--- src/rtl/program_encoder_if.sv ---
// program_encoder_if
// Groups the request channel and the instruction-memory write bus of the
// program encoder.
//   Request channel (master drives, slave accepts):
//     in_valid, in_op[3:0], in_ext[3:0], in_immed[15:0] -> slave
//     in_ready                                          <- slave
//   Memory write bus (slave drives):
//     mem_we, mem_addr[15:0], mem_data[15:0]
// Handshake: a request transfers on a rising clock edge where in_valid and
// in_ready are both 1. The master holds the request fields stable while
// in_valid is high. in_ready does not depend on in_valid.
interface program_encoder_if;
  logic        in_valid;
  logic        in_ready;
  logic [3:0]  in_op;
  logic [3:0]  in_ext;
  logic [15:0] in_immed;
  logic        mem_we;
  logic [15:0] mem_addr;
  logic [15:0] mem_data;

  modport master (
    output in_valid, in_op, in_ext, in_immed,
    input  in_ready, mem_we, mem_addr, mem_data
  );

  modport slave (
    input  in_valid, in_op, in_ext, in_immed,
    output in_ready, mem_we, mem_addr, mem_data
  );
endinterface

--- src/rtl/program_encoder.sv ---
// program_encoder
// Turns instruction requests into 16-bit instruction-memory words. Value and
// address operations whose immediate does not fit in a sign-extended 12-bit
// field get a prefix word carrying immed[15:12] ahead of the instruction.
// Ports:
//   clk, reset     clock and asynchronous active-high reset
//   start          load the write address from start_addr (IDLE only)
//   start_addr     first instruction-memory address to write
//   bus            request channel + memory write bus (slave modport)
//   err            one-cycle pulse when a request is rejected
//   overflow       sticky: the write address wrapped past 16'hFFFF
//   word_count     words written since reset, saturating
//   state_dbg      current FSM state
module program_encoder #(
  parameter logic [15:0] ADDR_STEP = 16'd1
) (
  input  logic                    clk,
  input  logic                    reset,
  input  logic                    start,
  input  logic [15:0]             start_addr,
  program_encoder_if.slave        bus,
  output logic                    err,
  output logic                    overflow,
  output logic [15:0]             word_count,
  output logic [1:0]              state_dbg
);

  // The state names the word currently presented on the memory bus:
  // IDLE nothing, EMIT_PRE the prefix word, EMIT_INST the instruction word.
  localparam logic [1:0] IDLE      = 2'd0;
  localparam logic [1:0] EMIT_PRE  = 2'd1;
  localparam logic [1:0] EMIT_INST = 2'd2;

  logic [1:0]  state, state_d;
  logic [15:0] wr_addr;    // address of the next word to be written
  logic [15:0] inst_q;     // instruction word held while the prefix is out

  logic        req_ok, req_pre;
  logic [15:0] pre_word, inst_word;
  logic [4:0]  immed_hi;
  logic        accept;
  logic [15:0] base_addr;
  logic        emit;
  logic [15:0] emit_addr, emit_data;
  logic [16:0] step_sum;

  assign state_dbg    = state;
  assign bus.in_ready = (state != EMIT_PRE);
  assign accept       = bus.in_valid && bus.in_ready;
  assign immed_hi     = bus.in_immed[15:11];

  // start only matters in IDLE, where it also redirects a request accepted
  // in the same cycle.
  assign base_addr = (state == IDLE && start) ? start_addr : wr_addr;

  // Request decode.
  always_comb begin
    req_ok    = 1'b0;
    req_pre   = 1'b0;
    inst_word = {bus.in_op, bus.in_immed[11:0]};
    pre_word  = {4'hF, 8'h00, bus.in_immed[15:12]};
    case (bus.in_op)
      4'd0: begin
        req_ok    = (bus.in_ext >= 4'h1) && (bus.in_ext <= 4'hC);
        inst_word = {12'h000, bus.in_ext};
      end
      4'd1, 4'd2, 4'd3: begin
        req_ok = (bus.in_immed < 16'd512);
      end
      4'd4, 4'd5, 4'd6, 4'd7, 4'd8: begin
        req_ok = 1'b1;
        // Immediates whose top five bits are all equal fit as a
        // sign-extended 12-bit value and need no prefix.
        req_pre = (immed_hi != 5'b00000) && (immed_hi != 5'b11111);
      end
      default: ;
    endcase
  end

  // Next word to put on the bus, if any.
  always_comb begin
    emit      = 1'b0;
    emit_addr = wr_addr;
    emit_data = inst_q;
    state_d   = IDLE;
    if (state == EMIT_PRE) begin
      emit    = 1'b1;
      state_d = EMIT_INST;
    end else if (accept && req_ok) begin
      emit      = 1'b1;
      emit_addr = base_addr;
      emit_data = req_pre ? pre_word : inst_word;
      state_d   = req_pre ? EMIT_PRE : EMIT_INST;
    end
  end

  // Carry out of the 17-bit sum marks an address wrap.
  assign step_sum = {1'b0, emit_addr} + {1'b0, ADDR_STEP};

  always_ff @(posedge clk or posedge reset) begin
    if (reset) begin
      state      <= IDLE;
      wr_addr    <= 16'h0000;
      inst_q     <= 16'h0000;
      bus.mem_we <= 1'b0;
      bus.mem_addr <= 16'h0000;
      bus.mem_data <= 16'h0000;
      err        <= 1'b0;
      overflow   <= 1'b0;
      word_count <= 16'h0000;
    end else begin
      state      <= state_d;
      err        <= accept && !req_ok;
      bus.mem_we <= emit;
      if (accept && req_ok) begin
        inst_q <= inst_word;
      end
      if (emit) begin
        bus.mem_addr <= emit_addr;
        bus.mem_data <= emit_data;
        wr_addr      <= step_sum[15:0];
        if (step_sum[16]) begin
          overflow <= 1'b1;
        end
        if (word_count != 16'hFFFF) begin
          word_count <= word_count + 16'd1;
        end
      end else begin
        wr_addr <= base_addr;
      end
    end
  end

endmodule
--- src/flat_wrapper.sv ---
// flat-port wrapper written by rule: the top's interface ports become plain ports
module program_encoder_flat 
#(
  parameter logic [15:0] ADDR_STEP = 16'd1
)
  (clk, reset, start, start_addr, err, overflow, word_count, state_dbg, bus_in_valid, bus_in_op, bus_in_ext, bus_in_immed, bus_in_ready, bus_mem_we, bus_mem_addr, bus_mem_data);
  program_encoder_if bus_i ();
  input  logic clk;
  input  logic reset;
  input  logic start;
  input  logic [15:0] start_addr;
  output logic err;
  output logic overflow;
  output logic [15:0] word_count;
  output logic [1:0] state_dbg;
  input wire logic [$bits(bus_i.in_valid)-1:0] bus_in_valid;
  input wire logic [$bits(bus_i.in_op)-1:0] bus_in_op;
  input wire logic [$bits(bus_i.in_ext)-1:0] bus_in_ext;
  input wire logic [$bits(bus_i.in_immed)-1:0] bus_in_immed;
  output wire logic [$bits(bus_i.in_ready)-1:0] bus_in_ready;
  output wire logic [$bits(bus_i.mem_we)-1:0] bus_mem_we;
  output wire logic [$bits(bus_i.mem_addr)-1:0] bus_mem_addr;
  output wire logic [$bits(bus_i.mem_data)-1:0] bus_mem_data;
  assign bus_i.in_valid = bus_in_valid;
  assign bus_i.in_op = bus_in_op;
  assign bus_i.in_ext = bus_in_ext;
  assign bus_i.in_immed = bus_in_immed;
  assign bus_in_ready = bus_i.in_ready;
  assign bus_mem_we = bus_i.mem_we;
  assign bus_mem_addr = bus_i.mem_addr;
  assign bus_mem_data = bus_i.mem_data;
  program_encoder #(.ADDR_STEP(ADDR_STEP)) u_core (.clk(clk), .reset(reset), .start(start), .start_addr(start_addr), .bus(bus_i), .err(err), .overflow(overflow), .word_count(word_count), .state_dbg(state_dbg));
endmodule
--- config.mk ---
export PLATFORM = sky130hd
export DESIGN_NAME = program_encoder_flat
export DESIGN_NICKNAME = d
export VERILOG_FILES = /design/src/rtl/program_encoder_if.sv /design/src/rtl/program_encoder.sv /design/src/flat_wrapper.sv
export SDC_FILE = /design/constraint.sdc
export NUM_CORES = 1
export LEC_CHECK = 0
export BUFFER_PORTS_ARGS = -buffer_cell sky130_fd_sc_hd__buf_2
export CAP_MARGIN = 0
export CORE_MARGIN = 1.5
export CORE_UTILIZATION = 35
export DETAILED_ROUTE_END_ITERATION = 12
export PLACE_DENSITY_LB_ADDON = 0.2
export SLEW_MARGIN = 15
export SYNTH_ARGS = -nofsm -noshare
export SYNTH_HDL_FRONTEND = slang
export SYNTH_SLANG_ARGS = --single-unit
export TNS_END_PERCENT = 20
--- constraint.sdc ---
create_clock -name clk -period 9.03 [get_ports clk]
set_clock_uncertainty 0.15 [all_clocks]
set_input_delay 0 -clock clk [delete_from_list [all_inputs] [get_ports clk]]
set_output_delay 0 -clock clk [all_outputs]
set_load 0.02 [all_outputs]
; ---- Yosys cells after proc, flatten, opt, wreduce, memory -nomap -nowiden
; Cells that the tools add are included.
[totals]
out_inout_bits = 54
input_bits = 44
register_bits = 85
[classes]
addsub = 2
n_mux = 15
eq_ne = 12
reduce_logical = 14
order_cmp = 3
[op_table]
columns = op, count
row1 = 2-to-1 mux 16 bit, 8
row2 = adder 16 x 1 -> 17 bit (second input constant), 1
row3 = adder 16 x 1 -> 16 bit (second input constant), 1
row4 = equality test 4 x 3 -> 1 bit (second input constant), 4
row5 = < comparator 16 x 10 -> 1 bit (second input constant), 1
row6 = != test 16 bit (second input constant), 1
row7 = equality test 4 x 2 -> 1 bit (second input constant), 2
row8 = logical AND 1 bit, 6
row9 = 2-to-1 mux 2 bit, 3
row10 = != test 5 bit (second input constant), 1
row11 = nonzero test 5 bit, 1
row12 = OR reduction 5 bit, 1
row13 = equality test 4 x 1 -> 1 bit (second input constant), 1
row14 = equality test 4 bit (second input constant), 1
row15 = greater-or-equal comparator 4 x 1 -> 1 bit (second input constant), 1
row16 = <= comparator 4 bit (second input constant), 1
row17 = logical NOT 4 bit, 1
row18 = AND reduction 2 bit, 2
row19 = 2-to-1 mux 1 bit, 3
row20 = one-hot mux 1 bit (3 select lines), 1
row21 = OR reduction 3 bit, 1
row22 = equality test 2 x 1 -> 1 bit (second input constant), 1
row23 = logical NOT 2 bit, 1
row24 = != test 2 x 1 -> 1 bit (second input constant), 1
row25 = logical NOT 1 bit, 1

; ---- Logic depth before layout (Yosys ltp)
; Gate-level depths: netlist of run 1.
[logic_depth]
word_depth = 8
depth_mapped = 13
depth_no_buf = 10

; ---- Least setup slack after synthesis of run 1
; No wires, ideal clock.
[synth_timing]
path_kind = flip-flop to flip-flop
startpoint = register u_core.state[0], in the netlist u_core.state_dbg[0]
endpoint = register u_core.wr_addr[8]
setup_ps = 120
t_arrival_ps = 3236
stages_incl_launch_ff = 13
required_ps = 8760
slack_ps = 5523
cell_sequence = dfrtp_1 -> nor3b_1 -> nand3_1 -> a21oi_4 -> buf_2 -> buf_2 -> nand2_1 -> nand2_1 -> ha_1 -> o21a_1 -> and3_4 -> mux2_4 -> o211a_1
[synth_via]
elab_chain_len = 7
elab_cells_between_ends = 13
classes_between = add/sub: 1 / eq/ne: 2 / mux: 6 / reduce/logical: 4
[synth_lines]
columns = element, line_no
row1 = from (decl), program_encoder.sv:34  ; logic [1:0] state, state_d;
row2 = from (signal assigned), program_encoder.sv:112  ; state <= state_d;
row3 = logical NOT 2 bit / != test 2 x 1 -> 1 bit (equally long branches), "program_encoder.sv:54, program_encoder.sv:48"
row4 = "logical AND 1 bit, on equally long branches", "program_encoder.sv:54, program_encoder.sv:49"
row5 = 2-to-1 mux 16 bit / logical AND 1 bit (equally long branches), "program_encoder.sv:54, program_encoder.sv:89"
row6 = 2-to-1 mux 16 bit, program_encoder.sv:89  ; end else if (accept && req_ok) begin
row7 = 2-to-1 mux 16 bit, program_encoder.sv:86  ; if (state == EMIT_PRE) begin
row8 = adder 16 x 1 -> 17 bit, program_encoder.sv:98  ; assign step_sum = {1'b0, emit_addr} + {1'b0, ADDR_STEP};
row9 = 2-to-1 mux 16 bit (*), program_encoder.sv:118  ; if (emit) begin
row10 = to (signal assigned), program_encoder.sv:121  ; wr_addr <= step_sum[15:0];
row11 = to (signal assigned), program_encoder.sv:129  ; wr_addr <= base_addr;
row12 = to (decl), program_encoder.sv:35  ; logic [15:0] wr_addr;
; Every way passes the cells marked *; elsewhere a longest branch is shown, timed or not.
; A chain may end at the register's enable or synchronous reset.

; ---- Final worst setup path of run 1
[layout_timing]
startpoint = input port bus_in_immed[14]
endpoint = register u_core.wr_addr[8]
[layout_via]
elab_chain_len = 7
elab_cells_between_ends = 9
classes_between = add/sub: 1 / order compare: 1 / mux: 6 / reduce/logical: 1
[layout_lines]
columns = element, line_no
row1 = from (decl), flat_wrapper.sv:19  ; input wire logic [$bits(bus_i.in_immed)-1:0] bus_in_immed;
row2 = < comparator 16 x 10 -> 1 bit (*), program_encoder.sv:68  ; req_ok = (bus.in_immed < 16'd512);
row3 = one-hot mux 1 bit (3 select lines) (*), program_encoder.sv:62  ; case (bus.in_op)
row4 = logical AND 1 bit (*), program_encoder.sv:89
row5 = 2-to-1 mux 16 bit, program_encoder.sv:89
row6 = 2-to-1 mux 16 bit, program_encoder.sv:86
row7 = adder 16 x 1 -> 17 bit, program_encoder.sv:98
row8 = 2-to-1 mux 16 bit (*), program_encoder.sv:118
; Marks and branches as above.

==> flow_summary_export.csv, run 1 <==
group,metric,value,unit
outcome,status,"finished, violations left",
outcome,violations,"negative hold slack",
grt,antenna_found_initial,0,
timing,slew_headroom,0.3704,
drt,vias,4453,
timing,fin_setup_tns,0,ns
clocking,cts_max_path_buffers,2,
critical_path,r2r-end,"u_core.wr_addr[5]$_DFF_PP0_",
power,switching_share,0.3427,
final_layout,antennaDiodeCount,0,
critical_path,crit_arrival,3.93,ns
clocking,clk_pin_slew,0.06,ns
floorplan,die_w,117.9,µm
grt,grt_pass1_wl,21.88,mm
job,max_cap_violations,0,
final_layout,multiInputGateArea,0.002381,mm²
floorplan,core,0.01277,mm²
yosys,yosysWarnings,0,
yosys,synth_area_leaders,"dfrtp_1, nand2_1, nand3_1",
clocking,clock_sinks,85,
timing,finalCritPeriodShare,0.4263,
grt,first_global_vias,4339,
critical_path,cp_cell_sequence,"dlygate4sd3_1, buf_2, or4_4, o41a_4, a21oi_4, nand2_1, nand2_1, ha_1, o21a_1, and3_4, mux2_4, o211a_1",
power,peakVddDrop,91.99,µV
critical_path,cp-end-kind,"flop",
grt,gr-total-overflow,0,
placement,place_hpwl,9.019,mm
clocking,cts_tree,"done",
power,p_clk_frac,0.309,
placement,io_buffer_count,97,
timing,hold_ws,-0.002865,ns
drt,drcViolationCount,0,
yosys,synth_top_area_frac,0.4600,
timing,worstMarginPinSlew,0.9444,ns
floorplan,rows,41,
clocking,htree_levels,3,
floorplan,dieArea,0.01391,mm²
yosys,ys.flop_type,"dfrtp_1",
power,leakagePower,2.723,nW
yosys,synth_fp_nets,563,
yosys,synth-edff-count,0,
final_layout,utilization,0.4703,
critical_path,max_stage_delay,0.69,ns
timing,finalSetupViolCount,0,
floorplan,ios,98,
timing,drv_slew,0,
power,p_comb_frac,0.278,
critical_path,reg2reg_depth,9,
critical_path,r2r-start,"u_core.state_dbg[0]$_DFF_PP0_",
floorplan,die-height,117.9,µm
drt,drt-vias-per-instance,5.411,
critical_path,start_kind,"primary input",
clocking,post-cts-setup-buffers,0,
timing,period_minus_slack,3.849,ns
critical_path,required,9.11,ns
yosys,synth-async-reset-ratio,1.000,
final_layout,area_delta_synth_final,29.90,%
grt,grt_max_degree,68,
grt,grt_usage,0.1960,
drt,drt-wirelength-per-cell,16.22,µm
yosys,synth_cell_types,59,
yosys,synth_commonest_cells,"dfrtp_1, nand2_1, nor2_1",
critical_path,crit_end,"u_core.wr_addr[8]$_DFF_PP0_",
yosys,synth_area,0.004624,mm²
final_layout,drive_above_1_share,0.2135,
critical_path,worst-setup-path-type,"in2reg",
yosys,avgSynthCellArea,8.945,µm²
final_layout,regArea,0.002127,mm²
power,powerDensity,212.4,mW/mm²
drt,antenna_left,0,
power,p_int,0.8387,mW
power,sequentialPowerShare,0.413,
clocking,clk_latency,0.35,ns
final_layout,n_fill_cell,1271,
hold_path,min_path_type,"in2async",
drt,drtIter0Drc,338,
final_layout,final_net_count,692,
yosys,netlist_instances,517,
drt,routed_wl,13.35,mm
clocking,numCtsBuffers,9,
critical_path,crit_top_cell,"nand2_1",
placement,place_inst,766,
clocking,postCtsResizedCells,0,
clocking,cts-root-buf,"clkbuf_16",
timing,max_freq,259.8,MHz
critical_path,reg2reg_slack,5.40,ns
timing,rsz0062_at_grt,"no",
final_layout,fin_cells,823,
floorplan,start_util,0.3620,
timing,hold_violations,5,
critical_path,crit_path_start,"bus_in_immed[14]",
drt,drt-pass1-iter-count,5,
yosys,synth.most_common_cell,"dfrtp_1",
critical_path,cp_slowest_cell,"a21oi_4",
power,p_switching,0.4373,mW
yosys,ys_seq_area_frac,0.4600,
critical_path,path_max_fanout,28,
placement,gp_congestion,0.8443,
yosys,synth_top_area_cell,"dfrtp_1",
yosys,synth-seq-cells,85,
-- stage by stage --
| stage | power (mW) | setup slack (ns) | instance area [µm²] | hold slack (ns) |
|---|---|---|---|---|
| 4_1_cts | 1.287 | 5.216 | 6007 | 0.0008101 |
| 3_5_place_dp | 0.8726 | 5.412 | 5278 | -0.1757 |
| 2_1_floorplan | 0.7475 | 5.523 | 4624 | -0.04456 |
| 5_1_grt | 1.347 | 4.931 | 6007 | 0.03533 |
| 3_3_place_gp | 0.8660 | 5.476 | 5278 | -0.1769 |
| 6_report | 1.276 | 5.181 | 6007 | -0.002865 |
-- sequential cells by signal, indices dropped and copies added (netlist names) --
name / cells
u_core.overflow: 1
u_core.bus.mem_addr: 16
u_core.err: 1
u_core.bus.mem_data: 16
u_core.bus.mem_we: 1
u_core.inst_q: 16
u_core.state_dbg: 2
u_core.wr_addr: 16
u_core.word_count: 16
-- critical path: cells and delay by family --
kind | cells | cell delay, ns
adders and majority gates | 1 | 0.20
and+or+nand+nor | 4 | 1.11
buffers and inverters | 2 | 0.68
muxes | 1 | 0.29
AOI/OAI and AO/OA | 4 | 1.65
-- worst min path at each step --
| stage | to | slack, ns | from |
|---|---|---|---|
| 2_1_floorplan | u_core.inst_q[12]$_DFFE_PP0N_ | -0.04 | bus_in_op[0] |
| 3_3_place_gp | u_core.word_count[8]$_DFFE_PP0P_ | -0.18 | reset |
| 4_1_cts | u_core.word_count[8]$_DFFE_PP0P_ | 0.0008 | reset |
| 5_1_grt | u_core.word_count[11]$_DFFE_PP0P_ | 0.04 | reset |
| 6_report | u_core.word_count[9]$_DFFE_PP0P_ | -0.003 | reset |
| 3_5_place_dp | u_core.word_count[8]$_DFFE_PP0P_ | -0.18 | reset |
-- metal layers --
layer / wire [µm] / global-route usage
met1: 6025 / 0.2544
met2: 6396 / 0.3271
met3: 696 / 0.03004
met4: 233 / 0.07851
met5: 0 / 0
-- cell usage in the layout (no fill, tap or decap), drive strengths merged, types with 5 or more instances in the layout --
| cell type | n |
|---|---|
| xor2 | 6 |
| nor3 | 15 |
| nand3 | 41 |
| clkbuf | 12 |
| inv | 5 |
| o21ai | 32 |
| nand2 | 82 |
| a22o | 6 |
| a211oi | 10 |
| mux2i | 17 |
| mux2 | 9 |
| and3 | 10 |
| a21oi | 25 |
| xnor2 | 11 |
| nor2 | 51 |
| buf | 104 |
| a31oi | 7 |
| nand4 | 12 |
| dlygate4sd3 | 41 |
| dfrtp | 85 |
-- repair_timing --
action	in CTS	in global routing
endpoints found under the hold margin	79	0
endpoints found under the setup margin	0	0
hold buffers	41	0
-- final cells by class --
class / instances / share of cell area
Multi-Input combinational cell: 401 / 0.3964
Sequential cell: 85 / 0.3541
Clock buffer: 12 / 0.04437
Tap cell: 172 / 0.03583
Inverter: 4 / 0.002708
Clock inverter: 4 / 0.008748
Timing Repair Buffer: 145 / 0.1579
-- power by group through the flow --
stage	clock network [mW]	logic (mW)	registers, mW
6_report	0.394	0.354	0.528
3_3_place_gp	0	0.336	0.530
5_1_grt	0.419	0.389	0.539
2_1_floorplan	0	0.163	0.584
3_5_place_dp	0	0.340	0.532
4_1_cts	0.404	0.356	0.527
-- cell families after synthesis --
group / count (synthesis) / synth area share
compound gates: 120 / 0.1775
fa+ha+maj: 2 / 0.005410
xor+xnor: 17 / 0.03220
mux: 26 / 0.05952
buf+inv: 31 / 0.02625
flops: 85 / 0.4600
simple gates: 236 / 0.2392
(Power assumes the default switching activity.)
==> run 2: changes to the inputs <==
- ABC_AREA: unset -> 1
- clock period: 9.03 -> 3.85 ns (I/O delays scaled with it)
==> run 2 against run 1 <==
  * Utilization fell by 0.26 points
  * The run now ends clean
  * Highest routed layer unchanged
  * Combinational power increased to 2.8 times the previous value
  * Synthesized cell count rose by 7.2%
  * Count of clock-buffer cells in the layout stayed put
  * Largest power group unchanged
  * Via count is 6.1% lower
  * Worst hold slack improved by 0.028 ns
  * Die area down 2.3%
  * Global-route usage down 0.82 points
  * Final area decreased by 1.7%
  * Area after synthesis decreased by 2.4%
==> flow_summary_export.csv, run 2 <==
group,metric,value,unit
drt,drt-vias-per-instance,4.811,
drt,antenna_left,0,
clocking,postCtsResizedCells,0,
timing,rsz0062_at_grt,"no",
timing,finalCritPeriodShare,0.8537,
placement,gp_congestion,0.8147,
yosys,ys.flop_type,"dfrtp_1",
final_layout,final_net_count,739,
yosys,yosysWarnings,0,
power,peakVddDrop,280.2,µV
grt,antenna_found_initial,0,
yosys,netlist_instances,554,
drt,wl_met3,656,µm
critical_path,reg2reg_slack,0.67,ns
yosys,synth.most_common_cell,"nand2_1",
placement,place_hpwl,8.494,mm
timing,drv_slew,0,
clocking,cts-root-buf,"clkbuf_16",
critical_path,r2r-end,"u_core.bus.mem_data[2]$_DFFE_PP0N_",
timing,period_minus_slack,3.287,ns
clocking,clock_sinks,85,
floorplan,start_util,0.3577,
drt,drt-wirelength-per-cell,14.00,µm
yosys,synth_area_leaders,"dfrtp_1, nand2_1, nor2_1",
floorplan,core,0.01262,mm²
timing,fin_setup_tns,0,ns
final_layout,antennaDiodeCount,0,
hold_path,hp-start,"start",
clocking,cts_max_path_buffers,2,
grt,gr-total-overflow,0,
critical_path,required,3.98,ns
clocking,cts_tree,"done",
clocking,numCtsBuffers,9,
placement,place_inst,810,
hold_path,whs_endpoint,"u_core.wr_addr[7]$_DFF_PP0_",
yosys,synth_top_area_cell,"dfrtp_1",
final_layout,layout_common_cells,"nand2_1, buf_2, dfrtp_1, nor2_1, inv_1",
drt,routed_wl,12.17,mm
drt,drcViolationCount,0,
grt,grt_usage,0.1878,
yosys,avgSynthCellArea,8.149,µm²
critical_path,start_kind,"primary input",
final_layout,fin_cells,869,
grt,first_global_vias,4046,
critical_path,reg2reg_depth,10,
power,leakagePower,2.969,nW
critical_path,path_max_fanout,45,
timing,hold_violations,0,
yosys,synth-async-reset-ratio,1.000,
timing,max_freq,304.3,MHz
floorplan,die_w,116.6,µm
grt,grt_max_degree,51,
critical_path,crit_arrival,3.42,ns
clocking,clk_pin_slew,0.06,ns
final_layout,final_common_cell,"nand2_1",
placement,io_buffer_count,97,
drt,drtIter0Drc,223,
yosys,synth-seq-cells,85,
final_layout,utilization,0.4677,
floorplan,ios,98,
drt,vias,4181,
yosys,synth_area,0.004514,mm²
yosys,synth_fp_nets,600,
yosys,synth_commonest_cells,"nand2_1, dfrtp_1, nor2_1",
clocking,clk_latency,0.34,ns
job,max_cap_violations,0,
outcome,status,"complete, no violations",
final_layout,area_delta_synth_final,30.74,%
grt,grt_pass1_wl,19.64,mm
timing,slew_headroom,0.4038,
critical_path,cp-end-kind,"flop",
final_layout,drive_above_1_share,0.2367,
drt,met2RoutedLength,5.728,mm
power,powerDensity,530.9,mW/mm²
hold_path,min_path_type,"in2reg",
yosys,ys_seq_area_frac,0.4712,
floorplan,dieArea,0.01359,mm²
timing,finalSetupViolCount,0,
drt,routed.top_layer,"met4",
floorplan,rows,41,
timing,worstMarginPinSlew,0.8933,ns
yosys,synth_cell_types,41,
clocking,htree_levels,3,
hold_path,hold_path_depth,5,
critical_path,r2r-start,"u_core.state_dbg[0]$_DFF_PP0_",
yosys,synth-edff-count,0,
critical_path,worst-setup-path-type,"in2reg",
floorplan,die-height,116.6,µm
drt,drt-pass1-iter-count,4,
drt,m1WireLength,5.557,mm
yosys,synth_top_area_frac,0.4712,
run 2: cell count changes after synthesis, moves of 11 or more:
cell      delta
nand2_1     +56
inv_1       +45
a21oi_1     -15
nor2_1      +15
clkbuf_1    -14
o211ai_1    +11
run 2: cell type report:
class	instances	area, µm²
flip-flops and latches	85	2127
clock inverters	3	43.79
well taps	172	215.2
fillers	1280	6718
multi-input cells	392	2069
repair buffers	144	948.4
clock buffers	12	266.5
inverters	61	231.5
run 2: what timing repair did:
action,CTS,global route
hold buffers,44,0
hold endpoints to repair,93,0
setup buffers,0,0
run 2: power by group:
| group | internal (mW) | total (mW) | switching [mW] |
|---|---|---|---|
| Sequential | 1.10 | 1.23 | 0.127 |
| Clock | 0.552 | 0.900 | 0.348 |
| Combinational | 0.362 | 1.00 | 0.641 |
run 2: cells by family (layout without fill, tap and decap cells):
group           count (synthesis)  count (layout)  share of synthesized area
xor+xnor                       15              15                    0.02910
flops                          85              85                     0.4712
simple gates                  299             299                     0.3085
buf+inv                        77             220                    0.07040
mux                             8               8                    0.01802
fa+ha+maj                       2               2                   0.005542
compound gates                 68              68                    0.09728
run 2: metal layers:
layer | vias up | GRT usage
met3 | 18 | 0.05449
met1 | 1976 | 0.2460
met4 | 0 | 0.06024
met5 | - | 0
li1 | 2081 | -
met2 | 106 | 0.3008
run 2: how the worst max path moves through the flow:
stage,slack [ns],cells past startpoint,from,to
2_1_floorplan,1.51,1,reset,u_core.bus.mem_addr[0]$_DFFE_PP0N_
3_3_place_gp,0.96,10,u_core.state_dbg[0]$_DFF_PP0_,u_core.wr_addr[12]$_DFF_PP0_
3_5_place_dp,0.91,10,u_core.state_dbg[0]$_DFF_PP0_,u_core.wr_addr[12]$_DFF_PP0_
4_1_cts,0.61,12,bus_in_op[1],u_core.bus.mem_data[3]$_DFFE_PP0N_
5_1_grt,0.30,12,bus_in_op[1],u_core.bus.mem_data[0]$_DFFE_PP0N_
6_report,0.56,12,bus_in_op[1],u_core.bus.mem_data[2]$_DFFE_PP0N_
run 2: worst max-delay path, stage by stage:
cell           delay [ns]
dlygate4sd3_1        0.54
buf_2                0.15
o21ai_0              0.20
inv_1                0.06
nand2_1              0.10
nand3_4              0.18
nand2_8              0.30
nand2_2              0.33
inv_2                0.70
nand2_1              0.12
o2111ai_1            0.12
dlygate4sd3_1        0.56
run 2: stage by stage:
step	power, mW	setup WS [ns]	hold WS, ns	instance area (µm²)
3_3_place_gp	2.195	0.9561	0.06335	5151
5_1_grt	3.345	0.3026	0.05617	5902
2_1_floorplan	1.902	1.507	-0.02258	4514
4_1_cts	3.171	0.6078	0.01147	5902
3_5_place_dp	2.205	0.9101	0.07282	5151
6_report	3.133	0.5633	0.02493	5902
==> run 3: changes to the inputs <==
- clock period: 3.85 -> 2.8 ns (I/O delays scaled with it)
==> run 3 against run 2 <==
  * Final cell count increased by 0.81%
  * Critical path depth up 2
  * Global-route usage increased by 0.39 points
  * Via count is 0.84% lower
  * Total power grew 41%
  * Final area increased by 1.5%
  * Count of clock-buffer cells in the layout unchanged
  * First-iteration DRC count is 2.2% higher
  * Utilization up 0.69 points
  * Non-clock buffer count rose by 6
  * Highest routed layer unchanged
==> flow_summary_export.csv, run 3 (synthesized netlist as in run 2, its figures left out) <==
group,metric,value,unit
outcome,status,"complete, no violations",
final_layout,multiInputGateArea,0.002086,mm²
grt,grt_usage,0.1917,
power,switching_share,0.3500,
power,leakagePower,3.004,nW
power,p_int,2.867,mW
drt,drcViolationCount,0,
timing,setup_ws,0.1851,ns
power,p_clk_frac,0.303,
drt,antenna_left,0,
placement,place_inst,816,
clocking,cts_max_path_buffers,2,
critical_path,start_kind,"primary input",
final_layout,final_common_cell,"nand2_1",
grt,grt_pass1_wl,20.01,mm
floorplan,core,0.01262,mm²
final_layout,stdcell_area,0.005989,mm²
power,p_comb_frac,0.315,
power,p_total,4.410,mW
critical_path,crit_path_start,"bus_in_immed[12]",
final_layout,n_fill_cell,1271,
grt,first_global_vias,4101,
floorplan,start_util,0.3577,
power,p_switching,1.544,mW
timing,slew_headroom,0.4879,
clocking,cts-root-buf,"clkbuf_16",
timing,worstMarginPinSlew,0.7682,ns
timing,finalSetupViolCount,0,
floorplan,die-height,116.6,µm
timing,fin_setup_tns,0,ns
placement,place_hpwl,8.545,mm
clocking,clk_pin_slew,0.06,ns
timing,finalCritPeriodShare,0.9339,
drt,vias,4146,
timing,hold_ws,0.01887,ns
placement,placed_area,0.005196,mm²
timing,drv_slew,0,
placement,pre_cts_ws,0.4082,ns
grt,gr-total-overflow,0,
power,powerDensity,736.4,mW/mm²
critical_path,reg2reg_depth,10,
floorplan,die_w,116.6,µm
critical_path,cp-end-kind,"flop",
final_layout,drive_above_1_share,0.2443,
timing,hold_violations,0,
timing,period_minus_slack,2.615,ns
drt,routed_wl,12.18,mm
power,sequentialPowerShare,0.382,
drt,drtIter0Drc,228,
clocking,cts_tree,"done",
floorplan,dieArea,0.01359,mm²
drt,drt-wirelength-per-cell,13.90,µm
critical_path,required,2.88,ns
final_layout,utilization,0.4746,
hold_path,min_path_type,"in2reg",
critical_path,crit_arrival,2.69,ns
final_layout,final_net_count,746,
clocking,clock_sinks,85,
final_layout,area_delta_synth_final,32.68,%
final_layout,antennaDiodeCount,0,
final_layout,fin_cells,876,
clocking,clk_latency,0.34,ns
drt,drt-pass1-iter-count,4,
drt,drt-vias-per-instance,4.733,
placement,gp_congestion,0.9146,
hold_path,hold_path_depth,4,
clocking,numCtsBuffers,9,
grt,grt_max_degree,46,
placement,io_buffer_count,97,
clocking,htree_levels,3,
hold_path,hp-start,"start_addr[15]",
critical_path,r2r-start,"u_core.state_dbg[0]$_DFF_PP0_",
power,peakVddDrop,410.8,µV
critical_path,worst-setup-path-type,"in2reg",
final_layout,layout_common_cells,"nand2_1, buf_2, dfrtp_1, nor2_1, inv_1",
floorplan,ios,98,
floorplan,rows,41,
final_layout,regArea,0.002127,mm²
critical_path,path_max_fanout,23,
timing,max_freq,382.4,MHz
job,max_cap_violations,0,
grt,antenna_found_initial,0,
[run 3: area by class of cell]
cell class              instances  area share
flip-flops and latches         85      0.3551
inverters                      61     0.03906
clock buffers                  12     0.04450
clock inverters                 3     0.01128
multi-input cells             393      0.3482
repair buffers                150      0.1659
well taps                     172     0.03593
[run 3: worst max-delay path, cell delays in order]
cell           delay (ns)
dlygate4sd3_1        0.53
buf_2                0.14
nor2_1               0.13
nand2_1              0.07
nor2_1               0.10
nand2_1              0.09
nand3_4              0.18
nand2_8              0.18
nand2_4              0.17
inv_4                0.12
buf_4                0.22
nand2_1              0.07
o2111ai_1            0.09
dlygate4sd3_1        0.57
[run 3: routing by layer]
metal  wire length [µm]  global-route usage
met4                223             0.05863
met1               5661              0.2578
met2               5653              0.3051
met5                  0                   0
met3                637             0.04982
[run 3: what timing repair did]
action | in CTS | in global routing
endpoints found under the setup margin | 0 | 1
hold endpoints to repair | 83 | 0
hold buffers | 44 | 0
buffers inserted | 0 | 0
resized for setup | 0 | 3
[run 3: power groups by stage]
stage,sequential (mW),clock [mW],combinational [mW]
6_report,1.68,1.33,1.39
5_1_grt,1.73,1.42,1.57
4_1_cts,1.69,1.38,1.40
3_5_place_dp,1.71,0,1.34
3_3_place_gp,1.70,0,1.33
2_1_floorplan,1.91,0,0.708
[run 3: worst paths after layout]
path,endpoint,slack [ns]
worst min register to register,u_core.inst_q[6]$_DFFE_PP0N_,0.33
worst max-delay path,u_core.bus.mem_data[1]$_DFFE_PP0N_,0.19
min in group asynchronous,u_core.word_count[1]$_DFFE_PP0P_,0.15
max in group asynchronous,u_core.wr_addr[6]$_DFF_PP0_,1.56
worst min-delay path,u_core.wr_addr[15]$_DFF_PP0_,0.02
worst max register to register,u_core.bus.mem_data[1]$_DFFE_PP0N_,0.21
